## src/rtl/sysid_pkg.sv

```systemverilog
// Shared types and constants for the system-ID checker and its read engine.
package sysid_pkg;

  localparam int TMO_W = 16;

  localparam logic SYSID_ADDR_ID = 1'b0;
  localparam logic SYSID_ADDR_TS = 1'b1;

  typedef enum logic [2:0] {
    ST_BOOT,
    ST_IDLE,
    ST_ID_REQ,
    ST_ID_WAIT,
    ST_TS_REQ,
    ST_TS_WAIT,
    ST_DONE
  } sysid_state_e;

  typedef enum logic [1:0] {
    RD_IDLE,
    RD_REQ,
    RD_WAIT
  } rd_state_e;

endpackage

```

## src/rtl/avm_single_read.sv

```systemverilog
// One-outstanding Avalon-MM read engine with per-attempt timeout and bounded retry.
module avm_single_read
  import sysid_pkg::*;
#(
  parameter int TIMEOUT_CYCLES = 255,
  parameter int MAX_RETRY      = 3
) (
  input  logic        clock,
  input  logic        reset_n,
  input  logic        go,
  input  logic        addr,
  output logic        avm_address,
  output logic        avm_read,
  input  logic        avm_waitrequest,
  input  logic [31:0] avm_readdata,
  input  logic        avm_readdatavalid,
  output logic [31:0] data,
  output logic        data_valid,
  output logic        accept,
  output logic        retry,
  output logic        fail
);

  // Handshake: a request is accepted on a cycle with avm_read=1 and
  // avm_waitrequest=0; read/address hold while stalled, except that an
  // attempt reaching its timeout drops avm_read in that same cycle.
  // Responses count only with avm_readdatavalid=1 while in RD_WAIT.
  rd_state_e        state_q, state_d;
  logic [TMO_W-1:0] tmo_q, tmo_d;
  logic [3:0]       retry_q, retry_d;
  logic             addr_q, addr_d;
  logic             terminal;
  logic             abandon;

  assign terminal    = (state_q != RD_IDLE) && (tmo_q == TMO_W'(TIMEOUT_CYCLES - 1));
  assign data        = avm_readdata;
  assign avm_address = addr_q;

  always_comb begin
    state_d    = state_q;
    tmo_d      = tmo_q;
    retry_d    = retry_q;
    addr_d     = addr_q;
    avm_read   = 1'b0;
    data_valid = 1'b0;
    accept     = 1'b0;
    retry      = 1'b0;
    fail       = 1'b0;
    abandon    = 1'b0;
    if (state_q != RD_IDLE) tmo_d = tmo_q + TMO_W'(1);
    case (state_q)
      RD_REQ: begin
        if (terminal) begin
          abandon = 1'b1;
        end else begin
          avm_read = 1'b1;
          if (!avm_waitrequest) begin
            accept  = 1'b1;
            state_d = RD_WAIT;
          end
        end
      end
      RD_WAIT: begin
        // Data in the terminal cycle still counts as a good response.
        if (avm_readdatavalid) begin
          data_valid = 1'b1;
          state_d    = RD_IDLE;
        end else if (terminal) begin
          abandon = 1'b1;
        end
      end
      default: ;
    endcase
    if (abandon) begin
      if (retry_q != 4'd0) begin
        retry   = 1'b1;
        retry_d = retry_q - 4'd1;
        tmo_d   = '0;
        state_d = RD_REQ;
      end else begin
        fail    = 1'b1;
        state_d = RD_IDLE;
      end
    end
    if (go) begin
      state_d = RD_REQ;
      tmo_d   = '0;
      retry_d = 4'(MAX_RETRY);
      addr_d  = addr;
    end
  end

  always_ff @(posedge clock or negedge reset_n) begin
    if (!reset_n) begin
      state_q <= RD_IDLE;
      tmo_q   <= '0;
      retry_q <= '0;
      addr_q  <= 1'b0;
    end else begin
      state_q <= state_d;
      tmo_q   <= tmo_d;
      retry_q <= retry_d;
      addr_q  <= addr_d;
    end
  end

endmodule

```

## config.mk

```make
export PLATFORM = sky130hd
export DESIGN_NAME = avm_single_read
export DESIGN_NICKNAME = d
export VERILOG_FILES = /design/src/rtl/sysid_pkg.sv /design/src/rtl/avm_single_read.sv
export SDC_FILE = /design/constraint.sdc
export NUM_CORES = 1
export LEC_CHECK = 0
export ABC_AREA = 1
export ABC_CLOCK_PERIOD_IN_PS = 2400
export CORE_ASPECT_RATIO = 1.5
export CORE_MARGIN = 4
export CORE_UTILIZATION = 42
export CTS_CLUSTER_SIZE = 24
export DETAILED_ROUTE_END_ITERATION = 10
export PLACE_DENSITY = 0.87
export SLEW_MARGIN = 10
export SYNTH_ARGS = -nofsm -noshare
export SYNTH_HDL_FRONTEND = slang
export SYNTH_SLANG_ARGS = --single-unit
```

## constraint.sdc

```tcl
create_clock -name clock -period 2.4 [get_ports clock]
set_clock_uncertainty 0.2 [all_clocks]
set_input_delay 0.36 -clock clock [delete_from_list [all_inputs] [get_ports clock]]
set_output_delay 0.36 -clock clock [all_outputs]
set_load 0.005 [all_outputs]
```

## Word level (Yosys, flattened, before mapping)

Index checks and enable logic that the tools add are counted.
W data, S select, Z words.

- Order comparisons: 0
- Reduce and logical (&&, ||, !) cells: 8
- Add/subtract/negate cells: 2
- Divide/modulo/power cells: 0
- Bitwise logic cells: 0
- Shift operators: 0
- Equality and inequality tests: 6
- Multiply operators: 0
- Multiplexer cells: 28

Operators by type and width:

| operator | number |
|---|---|
| $mux W16 | 4 |
| $add A16 B1 Y16 const B | 1 |
| $eq A16 B8 Y1 const B | 1 |
| $mux W1 | 14 |
| $mux W4 | 3 |
| $ne A4 B4 Y1 const B | 3 |
| $mux W2 | 5 |
| $reduce_bool A4 Y1 | 2 |
| $reduce_bool A2 Y1 | 3 |
| $pmux W2 S2 | 1 |
| $reduce_and A4 Y1 | 1 |
| $sub A4 B1 Y4 const B | 1 |
| $eq A2 B1 Y1 const B | 1 |
| $eq A2 B2 Y1 const B | 1 |
| $pmux W1 S2 | 1 |
| $reduce_and A2 Y1 | 1 |
| $logic_and A1 B1 Y1 | 1 |

- Bits in writable memories: 0
- Bits in read-only memories: 0
- Output and inout port bits: 38
- Bits of input ports: 38
- Bits in registers: 23
- Latch bits: 0
- Memories kept: 0

## Longest topological paths before layout

Gate-level depths: netlist of the first run.

- Word-level depth: 7
- Mapped depth: 10
- Depth with buffers taken out: 10

## Worst setup path after synthesis of the first run

No wires, ideal clock.

- Path kind: reg-to-output
- Start: register state_q[0]
- End: output port accept
- Path slack: 575 ps
- Arrival time: 1,265 ps
- Path buffers: 0
- Cell stages (with the launch flop): 8
- Cell sequence: dfrtp_1 > inv_1 > ha_1 > inv_1 > nand4_1 > nor2_1 > and2_1 > nor3_1

- Longest elaborated chain between the ends: 4
- Elaborated cells between the ends (all ways): 5

RTL lines:

| element | line | text |
|---|---|---|
| from (decl) | avm_single_read.sv:28 | `rd_state_e state_q, state_d;` |
| from (signal assigned) | avm_single_read.sv:100 | `state_q <= state_d;` |
| $reduce_bool A2 Y1 | avm_single_read.sv:35 | `assign terminal = (state_q != RD_IDLE) && (tmo_q == TMO_W'(TIMEOUT_CYCLES - 1));` |
| $logic_and A1 B1 Y1 | avm_single_read.sv:35 |  |
| $mux W1 | avm_single_read.sv:53 | `if (terminal) begin` |
| $mux W1 * | avm_single_read.sv:51 | `case (state_q)` |
| to (decl) | avm_single_read.sv:19 | `output logic accept,` |

Every way passes the cells marked *; elsewhere a longest branch is shown, timed or not.

## Worst setup path in the final report of the first run

Ends and elaborated chain as after synthesis.

==> results of run 1 <==
per-layer routing:
layer / part of all wire [%] / up-vias / GRT usage (%)
met5: 0 / - / 0
met1: 39 / 669 / 18.1
met3: 4.2 / 16 / 2.67
met2: 52 / 43 / 26.9
li1: - / 725 / -
met4: 4.8 / 0 / 11.0
cells in the mapped netlist:
| cell | count |
|---|---|
| a21boi_0 | 1 |
| a21oi_1 | 2 |
| and2_1 | 1 |
| buf_4 | 32 |
| buf_6 | 1 |
| clkbuf_1 | 1 |
| clkinv_1 | 1 |
| dfrtp_1 | 23 |
| ha_1 | 6 |
| inv_1 | 26 |
| inv_2 | 1 |
| inv_4 | 1 |
| nand2_1 | 57 |
| nand2_2 | 1 |
| nand2_4 | 2 |
| nand3_1 | 18 |
| nand3_2 | 1 |
| nand4_1 | 9 |
| nor2_1 | 38 |
| nor2_2 | 1 |
| nor2_4 | 1 |
| nor3_1 | 4 |
| o21ai_0 | 4 |
| or2_2 | 1 |
| xnor2_1 | 5 |
| xor2_1 | 6 |
cells by family after synthesis:
| logic type | Yosys count |
|---|---|
| xor gates and xnor gates | 11 |
| adders and majority gates | 6 |
| AOI/OAI and AO/OA | 7 |
| buffers and inverters | 63 |
| DFF | 23 |
| and+or+nand+nor | 134 |
worst max-delay path, stage by stage (launching register included):
cell and delay [ns]:
dfrtp_1 0.38, inv_2 0.07, ha_4 0.16, inv_2 0.05, nand4_1 0.13, nor2_2 0.19, buf_4 0.13, and2_4 0.15
nor3_2 0.04, clkdlybuf4s15_1 0.21
flip-flops by register name (all words and copies together), names as in the netlist:
| name | flops |
|---|---|
| retry_q | 4 |
| avm_address | 1 |
| tmo_q | 16 |
| state_q | 2 |
final timing paths:
path	endpoint	start	cells past startpoint
max	accept	state_q[0]	9
min	state_q[0]	reset_n	2
max reg2reg	retry_q[1]	state_q[0]	14
min reg2reg	avm_address	avm_address	2
max in group asynchronous	retry_q[3]	reset_n	2
min in group clock	avm_address	avm_address	2
per-stage QoR:
step / hold WS [ns] / utilization [%] / instances / TNS (ns) / total power (W)
5_1_grt: 0.261 / 46.8 / 288 / -0.141 / 0.00118
3_5_place_dp: 0.263 / 42.4 / 271 / -0.213 / 0.000754
4_1_cts: 0.252 / 46.4 / 287 / -0.167 / 0.00107
2_1_floorplan: -0.136 / - / 244 / 0 / 0.000697
3_3_place_gp: 0.260 / 42.4 / 271 / -0.137 / 0.000738
6_report: 0.237 / 46.8 / 288 / 0 / 0.00109
timing repair:
item,in CTS,in global routing
pin swaps,2,5
buffers inserted,12,4
gates resized for setup,14,7
setup endpoints to repair,4,6
power groups by stage:
stage	Sequential [W]	Clock, W	Combinational [W]
global route	0.000467	0.000273	0.000441
detailed placement	0.000468	0	0.000285
global placement	0.000466	0	0.000272
floorplan	0.000458	0	0.000239
CTS	0.000460	0.000245	0.000366
finish	0.000461	0.000246	0.000387
area by class of cell:
| cell class | instances | area (um2) |
|---|---|---|
| clock buffers | 3 | 41.3 |
| clock inverters | 1 | 5.00 |
| fillers | 379 | 2130 |
| inverters | 29 | 111 |
| multi-input cells | 158 | 840 |
| flip-flops and latches | 23 | 576 |
| well taps | 45 | 56.3 |
| repair buffers | 29 | 239 |
==> flow_metrics.env, run 1 <==
export IMPL_antenna_cells=0
export IMPL_grt_usage_pct=16.1
export IMPL_cap_violations=0
export IMPL_finalMaxSlewViolations=0
export IMPL_layout_common_cells="nand2_1 (56), nor2_1 (37), dfrtp_1 (23)"
export IMPL_synthAdderAreaFrac_pct=4.31
export IMPL_h_tree_depth=1
export IMPL_synth_seq_area_share_pct=33.0
export IMPL_synthTopCellsByArea="dfrtp_1 (33%), buf_4 (14%), nand2_1 (12%), nor2_1 (8.2%), inv_1 (5.6%)"
export IMPL_drc=0
export IMPL_placed_cell_area_um2=1690
export IMPL_route_antenna_remaining_nets=0
export IMPL_synthCells=244
export IMPL_hold_buffers=0
export IMPL_maxSlewHeadroom_pct=79.3
export IMPL_grt_pass1_wl_um=6570
export IMPL_routed_wl_um=3760
export IMPL_clockPowerShare_pct=22.5
export IMPL_synth_cell_types=26
export IMPL_fmax_mhz=430
export IMPL_worst_setup_path_type="flop to output port"
export IMPL_finalCritPeriodShare_pct=96.9
export IMPL_power_density_nw_per_um2=586
export IMPL_die_y_um=86.9
export IMPL_cp_start_kind="flop"
export IMPL_hold_viol_final=0
export IMPL_ios=76
export IMPL_place_hpwl_um=2500
export IMPL_synth_seq_cells=23
export IMPL_yosysTopAreaCellShare_pct=33.0
export IMPL_hp_class="input pin to asynchronous set/reset pin"
export IMPL_crit_path_max_fanout=2
export IMPL_firstDrtPassIters=4
export IMPL_fin_crit_ns=2.32
export IMPL_cts_made_buffers=3
export IMPL_vias=1453
export IMPL_outcome="complete, no violations"
export IMPL_drive_above_1_share_pct=17.7
export IMPL_via_per_inst=5.05
export IMPL_p_seq_share_pct=42.2
export IMPL_antenna_found_initial=0
export IMPL_drt_iter0_drc=88
export IMPL_rows=28
export IMPL_irDropWorstVdd_mv=0.463
export IMPL_dieArea_um2=5270
export IMPL_grt_max_degree=24
export IMPL_worst_pin_slew_ns=0.307
export IMPL_clock_sinks=23
export IMPL_grt_pass1_vias=1549
export IMPL_place_congestion=0.884
export IMPL_synth_nets=288
export IMPL_fin_nets=288
export IMPL_setup_ws_ns=0.0755
export IMPL_cts_max_path_buffers=2
export IMPL_layout_commonest_cell="nand2_1"
export IMPL_cts_tree="built"
export IMPL_clk_latency_ns=0.27
export IMPL_path_clk_slew_ns=0.08
export IMPL_synth_top_family_by_area="simple AND/OR/NAND/NOR gates"
export IMPL_final_area_um2=1870
export IMPL_r2r_slack_ns=0.13
export IMPL_dp_slack_ns=-0.107
export IMPL_p_int_w=0.000724
export IMPL_p_sw_w=0.000370
export IMPL_power_frac_comb_pct=35.4
export IMPL_io_buffers=11
export IMPL_cts_root_buffer="clkbuf_8"
export IMPL_synth_warnings=0
export IMPL_end_kind="output port"
export IMPL_synth_simple_area_share_pct=34.0
export IMPL_netlist_area_um2=1740
export IMPL_synth_top_area_cell="dfrtp_1"
export IMPL_die_x_um=60.6
export IMPL_leakagePower_nw=0.900
export IMPL_setup_viol=0
export IMPL_area_growth_pct=7.18
export IMPL_initial_core_util_pct=43.6
export IMPL_synth_compound_area_share_pct=2.15
export IMPL_cp_required_ns=1.84
export IMPL_grt_remaining_overflow=0
export IMPL_p_sw_share_pct=33.8
export IMPL_core_area_um2=3990
export IMPL_syn_avg_cell_area_um2=7.14
export IMPL_synth_xor_area_share_pct=5.53
export IMPL_wl_per_cell_um=13.1
export IMPL_worstPathArrival_ns=1.76
export IMPL_synth_mux_area_share_pct=0
Power figures use the tool's default switching activity.
==> inputs of run 2 (changes only) <==
TNS_END_PERCENT = 1   (was default)
==> run 2 against run 1 <==
  * The run now ends with negative setup slack left
  * Maximum frequency is 7.3% lower
  * Critical path depth shrank 1
  * Non-clock buffer count decreased by 13
  * Hold slack improved by 0.0065 ns
  * Cell area is 6.3% lower
  * Combinational power shrank 25%
  * Sequential share of layout area increased by 2.1 points
  * Register-to-register slack better by 0.36 ns
  * Wire length decreased by 11%
  * Power down 9.1%
  * Largest power group unchanged
  * Highest routed layer unchanged
==> flow_metrics.env, run 2 (same netlist as run 1, synthesis figures left out) <==
export IMPL_leakagePower_nw=0.865
export IMPL_grt_max_degree=24
export IMPL_grt_pass1_wl_um=5890
export IMPL_worst_setup_path_type="flop to output port"
export IMPL_grt_pass1_vias=1443
export IMPL_grt_remaining_overflow=0
export IMPL_filler_cell_count=397
export IMPL_ios=76
export IMPL_hp_class="input pin to asynchronous set/reset pin"
export IMPL_initial_core_util_pct=43.6
export IMPL_layout_commonest_cell="nand2_1"
export IMPL_cts_tree="built"
export IMPL_place_hpwl_um=2500
export IMPL_cp_start_kind="flop"
export IMPL_irDropWorstVdd_mv=0.480
export IMPL_antenna_cells=0
export IMPL_slowest_stage="clkdlybuf4s50_1"
export IMPL_routed_wl_um=3350
export IMPL_top_regs="tmo_q (16), retry_q (4), state_q (2)"
export IMPL_rows=28
export IMPL_outcome="finished with violations"
export IMPL_wl_per_cell_um=12.2
export IMPL_cpMostUsedCell="inv_1"
export IMPL_clk_latency_ns=0.26
export IMPL_largest_reg_flops=16
export IMPL_p_seq_share_pct=46.4
export IMPL_setup_viol=1
export IMPL_dieArea_um2=5270
export IMPL_top_register="tmo_q"
export IMPL_area_growth_pct=0.431
export IMPL_place_congestion=0.884
export IMPL_post_cts_setup_buffer_count=0
export IMPL_fin_nets=275
export IMPL_cts_made_buffers=3
export IMPL_path_clk_slew_ns=0.08
export IMPL_power_density_nw_per_um2=568
export IMPL_drive_above_1_share_pct=9.57
export IMPL_drt_iter0_drc=56
export IMPL_finalMaxSlewViolations=0
export IMPL_cap_violations=0
export IMPL_final_area_um2=1750
export IMPL_worstPathArrival_ns=1.95
export IMPL_finalCritPeriodShare_pct=105
export IMPL_cpPeakStageDelay_ns=0.45
export IMPL_crit_path_max_fanout=3
export IMPL_rsz0062_at_grt="yes"
export IMPL_clock_sinks=23
export IMPL_setup_ws_ns=-0.109
export IMPL_hold_viol_final=0
export IMPL_h_tree_depth=1
export IMPL_p_sw_share_pct=33.4
export IMPL_route_antenna_remaining_nets=0
export IMPL_via_per_inst=5.01
export IMPL_clockPowerShare_pct=24.3
export IMPL_grt_usage_pct=14.3
export IMPL_antenna_found_initial=0
export IMPL_die_x_um=60.6
export IMPL_dp_slack_ns=-0.107
export IMPL_worst_pin_slew_ns=0.308
export IMPL_core_area_um2=3990
export IMPL_p_sw_w=0.000333
export IMPL_vias=1379
export IMPL_p_int_w=0.000662
export IMPL_cts_root_buffer="clkbuf_8"
export IMPL_failed_checks="negative setup slack"
export IMPL_firstDrtPassIters=4
export IMPL_maxSlewHeadroom_pct=79.5
export IMPL_fin_util_pct=43.8
export IMPL_die_y_um=86.9
export IMPL_placed_cell_area_um2=1690
export IMPL_path_cells="inv_1 > ha_1 > inv_1 > nand4_1 > nor2_2 > and2_4 > nor2_1 > clkdlybuf4s50_1"
export IMPL_fin_crit_ns=2.51
export IMPL_fmax_mhz=399
export IMPL_layout_common_cells="nand2_1 (57), nor2_1 (37), inv_1 (25)"
export IMPL_drc=0
export IMPL_io_buffers=11
export IMPL_cts_max_path_buffers=2
export IMPL_end_kind="output port"
export IMPL_cp_required_ns=1.84
export IMPL_power_frac_comb_pct=29.4
-- run 2: changes by cell type in the layout (fill, tap and decap cells not counted), sizes merged --
| cell | before | now |
|---|---|---|
| dlymetal6s2s | 0 | 2 |
| clkdlybuf4s50 | 7 | 8 |
| clkbuf | 4 | 3 |
| clkdlybuf4s15 | 2 | 0 |
| buf | 18 | 5 |
-- run 2: path summary, 6_finish.rpt --
path | startpoint | depth (start not counted) | endpoint | slack [ns]
max in group asynchronous | reset_n | 2 | tmo_q[4] | 1.52
worst min-delay path | reset_n | 2 | state_q[1] | 0.24
worst max register to register | state_q[0] | 11 | tmo_q[1] | 0.49
worst max-delay path | state_q[0] | 8 | avm_read | -0.11
worst min register to register | avm_address | 2 | avm_address | 0.28
min in group clock | avm_address | 2 | avm_address | 0.28
-- run 2: area by class of cell --
cell class              instances  area [um2]  share of cell area, %
clock buffers                   3        41.3                   2.36
clock inverters                 1        5.00                  0.286
inverters                      29         111                   6.36
multi-input cells             158         810                   46.2
flip-flops and latches         23         576                   32.9
well taps                      45        56.3                   3.22
repair buffers                 16         151                   8.65
-- run 2: worst max-delay path: cells and delay by family, from the launching register on --
| kind | cells | cell delay, ns |
|---|---|---|
| fa+ha+maj | 1 | 0.21 |
| simple gates | 4 | 0.49 |
| buf+inv | 3 | 0.61 |
| flops | 1 | 0.38 |
-- run 2: power groups by stage --
stage | Clock (W) | Combinational [W] | Sequential [W]
after floorplan | 0 | 0.000239 | 0.000458
after global placement | 0 | 0.000272 | 0.000466
after detailed placement | 0 | 0.000285 | 0.000468
after CTS | 0.000245 | 0.000291 | 0.000461
after global routing | 0.000263 | 0.000342 | 0.000468
final | 0.000241 | 0.000292 | 0.000461
-- run 2: through the flow --
step	setup TNS, ns	hold slack (ns)	total power (W)	instances
after floorplan	0	-0.136	0.000697	244
after global placement	-0.137	0.260	0.000738	271
after detailed placement	-0.213	0.263	0.000754	271
after CTS	-0.322	0.252	0.000997	275
after global routing	-0.253	0.271	0.00107	275
final	-0.109	0.243	0.000995	275
-- run 2: metal layers --
metal | vias up | part of all wire (%) | global-route usage [%]
li1 | 699 | - | -
met1 | 630 | 38 | 15.7
met2 | 40 | 53 | 25.4
met3 | 10 | 5.3 | 2.37
met4 | 0 | 2.9 | 7.30
met5 | - | 0 | 0
-- run 2: repair_timing --
item                                    4_1_cts  5_1_grt
pin swaps                                     2        0
hold buffers                                  0        0
gates resized for setup                       5        3
endpoints found under the setup margin        4        4
==> inputs of run 3 (changes only) <==
CORE_MARGIN = 8   (was 4)
==> run 3 against run 2 <==
  * The flow now finishes without violations
  * Setup slack improved by 0.18 ns
  * Cell area grew 1.1%
  * Clock power up 2%
  * Critical path type unchanged
  * Largest cell class unchanged
  * Largest power group unchanged
  * Highest routed layer unchanged
==> flow_metrics.env, run 3 (same netlist as run 1, synthesis figures left out) <==
export IMPL_maxSlewHeadroom_pct=78.3
export IMPL_hold_viol_final=0
export IMPL_grt_max_degree=24
export IMPL_hp_class="input pin to asynchronous set/reset pin"
export IMPL_firstDrtPassIters=6
export IMPL_worstPathArrival_ns=1.77
export IMPL_via_per_inst=5.05
export IMPL_place_hpwl_um=2650
export IMPL_wl_per_cell_um=12.6
export IMPL_grt_pass1_wl_um=6050
export IMPL_whs_ns=0.237
export IMPL_reg2reg_depth=9
export IMPL_clock_sinks=23
export IMPL_wl_met3_um=148
export IMPL_setup_ws_ns=0.0714
export IMPL_h_tree_depth=1
export IMPL_power_density_nw_per_um2=567
export IMPL_leakagePower_nw=0.859
export IMPL_grt_pass1_vias=1427
export IMPL_wl_met1_um=1270
export IMPL_top_regs="tmo_q (16), retry_q (4), state_q (2)"
export IMPL_fin_nets=278
export IMPL_layout_common_cells="nand2_1 (57), nor2_1 (37), inv_1 (25)"
export IMPL_cts_made_buffers=3
export IMPL_path_clk_slew_ns=0.08
export IMPL_area_growth_pct=1.58
export IMPL_vias=1404
export IMPL_cp_start_kind="flop"
export IMPL_worst_setup_path_type="flop to output port"
export IMPL_end_kind="output port"
export IMPL_dieArea_um2=6510
export IMPL_setup_viol=0
export IMPL_drt_iter0_drc=33
export IMPL_wl_met2_um=1860
export IMPL_layout_commonest_cell="nand2_1"
export IMPL_fin_crit_ns=2.33
export IMPL_routed_wl_um=3510
export IMPL_fmax_mhz=429
export IMPL_outcome="complete, no violations"
export IMPL_core_area_um2=3960
export IMPL_cts_max_path_buffers=2
export IMPL_grt_remaining_overflow=0
export IMPL_cap_violations=0
export IMPL_cts_root_buffer="clkbuf_8"
export IMPL_grt_usage_pct=11.8
export IMPL_route_antenna_remaining_nets=0
export IMPL_die_x_um=68.6
export IMPL_crit_path_max_fanout=3
export IMPL_top_layer="met4"
export IMPL_antenna_found_initial=0
export IMPL_finalCritPeriodShare_pct=97.0
export IMPL_drive_above_1_share_pct=10.7
export IMPL_largest_reg_flops=16
export IMPL_top_register="tmo_q"
export IMPL_worst_pin_slew_ns=0.323
export IMPL_cp_required_ns=1.84
export IMPL_r2r_start="state_q[0]"
export IMPL_r2r_end="tmo_q[9]"
export IMPL_place_congestion=0.899
export IMPL_die_y_um=94.9
export IMPL_irDropWorstVdd_mv=0.393
export IMPL_io_buffers=11
export IMPL_cts_tree="built"
export IMPL_clk_latency_ns=0.27
export IMPL_r2r_slack_ns=0.46
export IMPL_initial_core_util_pct=44.0
export IMPL_dp_slack_ns=-0.174
export IMPL_rows=28
export IMPL_finalMaxSlewViolations=0
export IMPL_ios=76
export IMPL_drc=0
export IMPL_antenna_cells=0
[run 3: cell types whose count changed in the layout (fill, tap and decap cells not counted), sizes merged]
| cell | delta |
|---|---|
| buf | +3 |
| clkbuf | +1 |
| clkdlybuf4s15 | +1 |
| clkdlybuf4s50 | -1 |
| clkinv | -1 |
| dlygate4sd2 | +1 |
| dlymetal6s2s | -1 |
[run 3: repair_timing]
| item | in CTS | in global routing |
|---|---|---|
| pin swaps | 2 | 1 |
| hold buffers | 0 | 0 |
| setup endpoints to repair | 4 | 4 |
| setup buffers | 0 | 1 |
| resized for setup | 7 | 4 |
[run 3: layer usage]
layer	vias to the layer above	GRT usage [%]
li1	705	-
met1	644	11.2
met2	32	20.9
met3	23	2.02
met4	0	9.61
met5	-	0
[run 3: critical path: stages (launching register included)]
cell and delay, ns:
dfrtp_1 0.40, inv_2 0.06, ha_1 0.22, inv_1 0.08
nand4_1 0.15, nor2_2 0.15, and2_4 0.16, nor3_1 0.04
dlygate4sd2_1 0.26
[run 3: stage by stage]
| step | power, W | utilization (%) | instances | setup TNS [ns] | cell area, um2 |
|---|---|---|---|---|---|
| 2_1_floorplan | 0.000697 | - | 244 | 0 | 1740 |
| 3_3_place_gp | 0.000749 | 43.1 | 273 | -0.179 | 1710 |
| 3_5_place_dp | 0.000760 | 43.1 | 273 | -0.348 | 1710 |
| 4_1_cts | 0.00100 | 44.4 | 277 | -0.200 | 1760 |
| 5_1_grt | 0.00107 | 44.7 | 278 | -0.00211 | 1770 |
| 6_report | 0.00100 | 44.7 | 278 | 0 | 1770 |
[run 3: cell type report]
class / instances / area (um2)
clock buffers: 4 / 45.0
flip-flops and latches: 23 / 576
well taps: 45 / 56.3
fillers: 389 / 2190
multi-input cells: 158 / 812
repair buffers: 19 / 170
inverters: 29 / 111
[run 3: power by group]
part / switching [W] / internal, W
sequential: 0.0000369 / 0.000423
clock: 0.000127 / 0.000119
combinational: 0.000168 / 0.000131
[run 3: worst max path at each step]
stage / from / slack, ns / cells after the start / end
6_report: state_q[0] / 0.07 / 8 / accept
5_1_grt: state_q[0] / -0.002 / 8 / accept
4_1_cts: state_q[0] / -0.20 / 8 / fail
3_5_place_dp: avm_readdatavalid / -0.17 / 8 / fail
3_3_place_gp: avm_readdatavalid / -0.09 / 8 / fail
2_1_floorplan: state_q[0] / 0.57 / 7 / accept
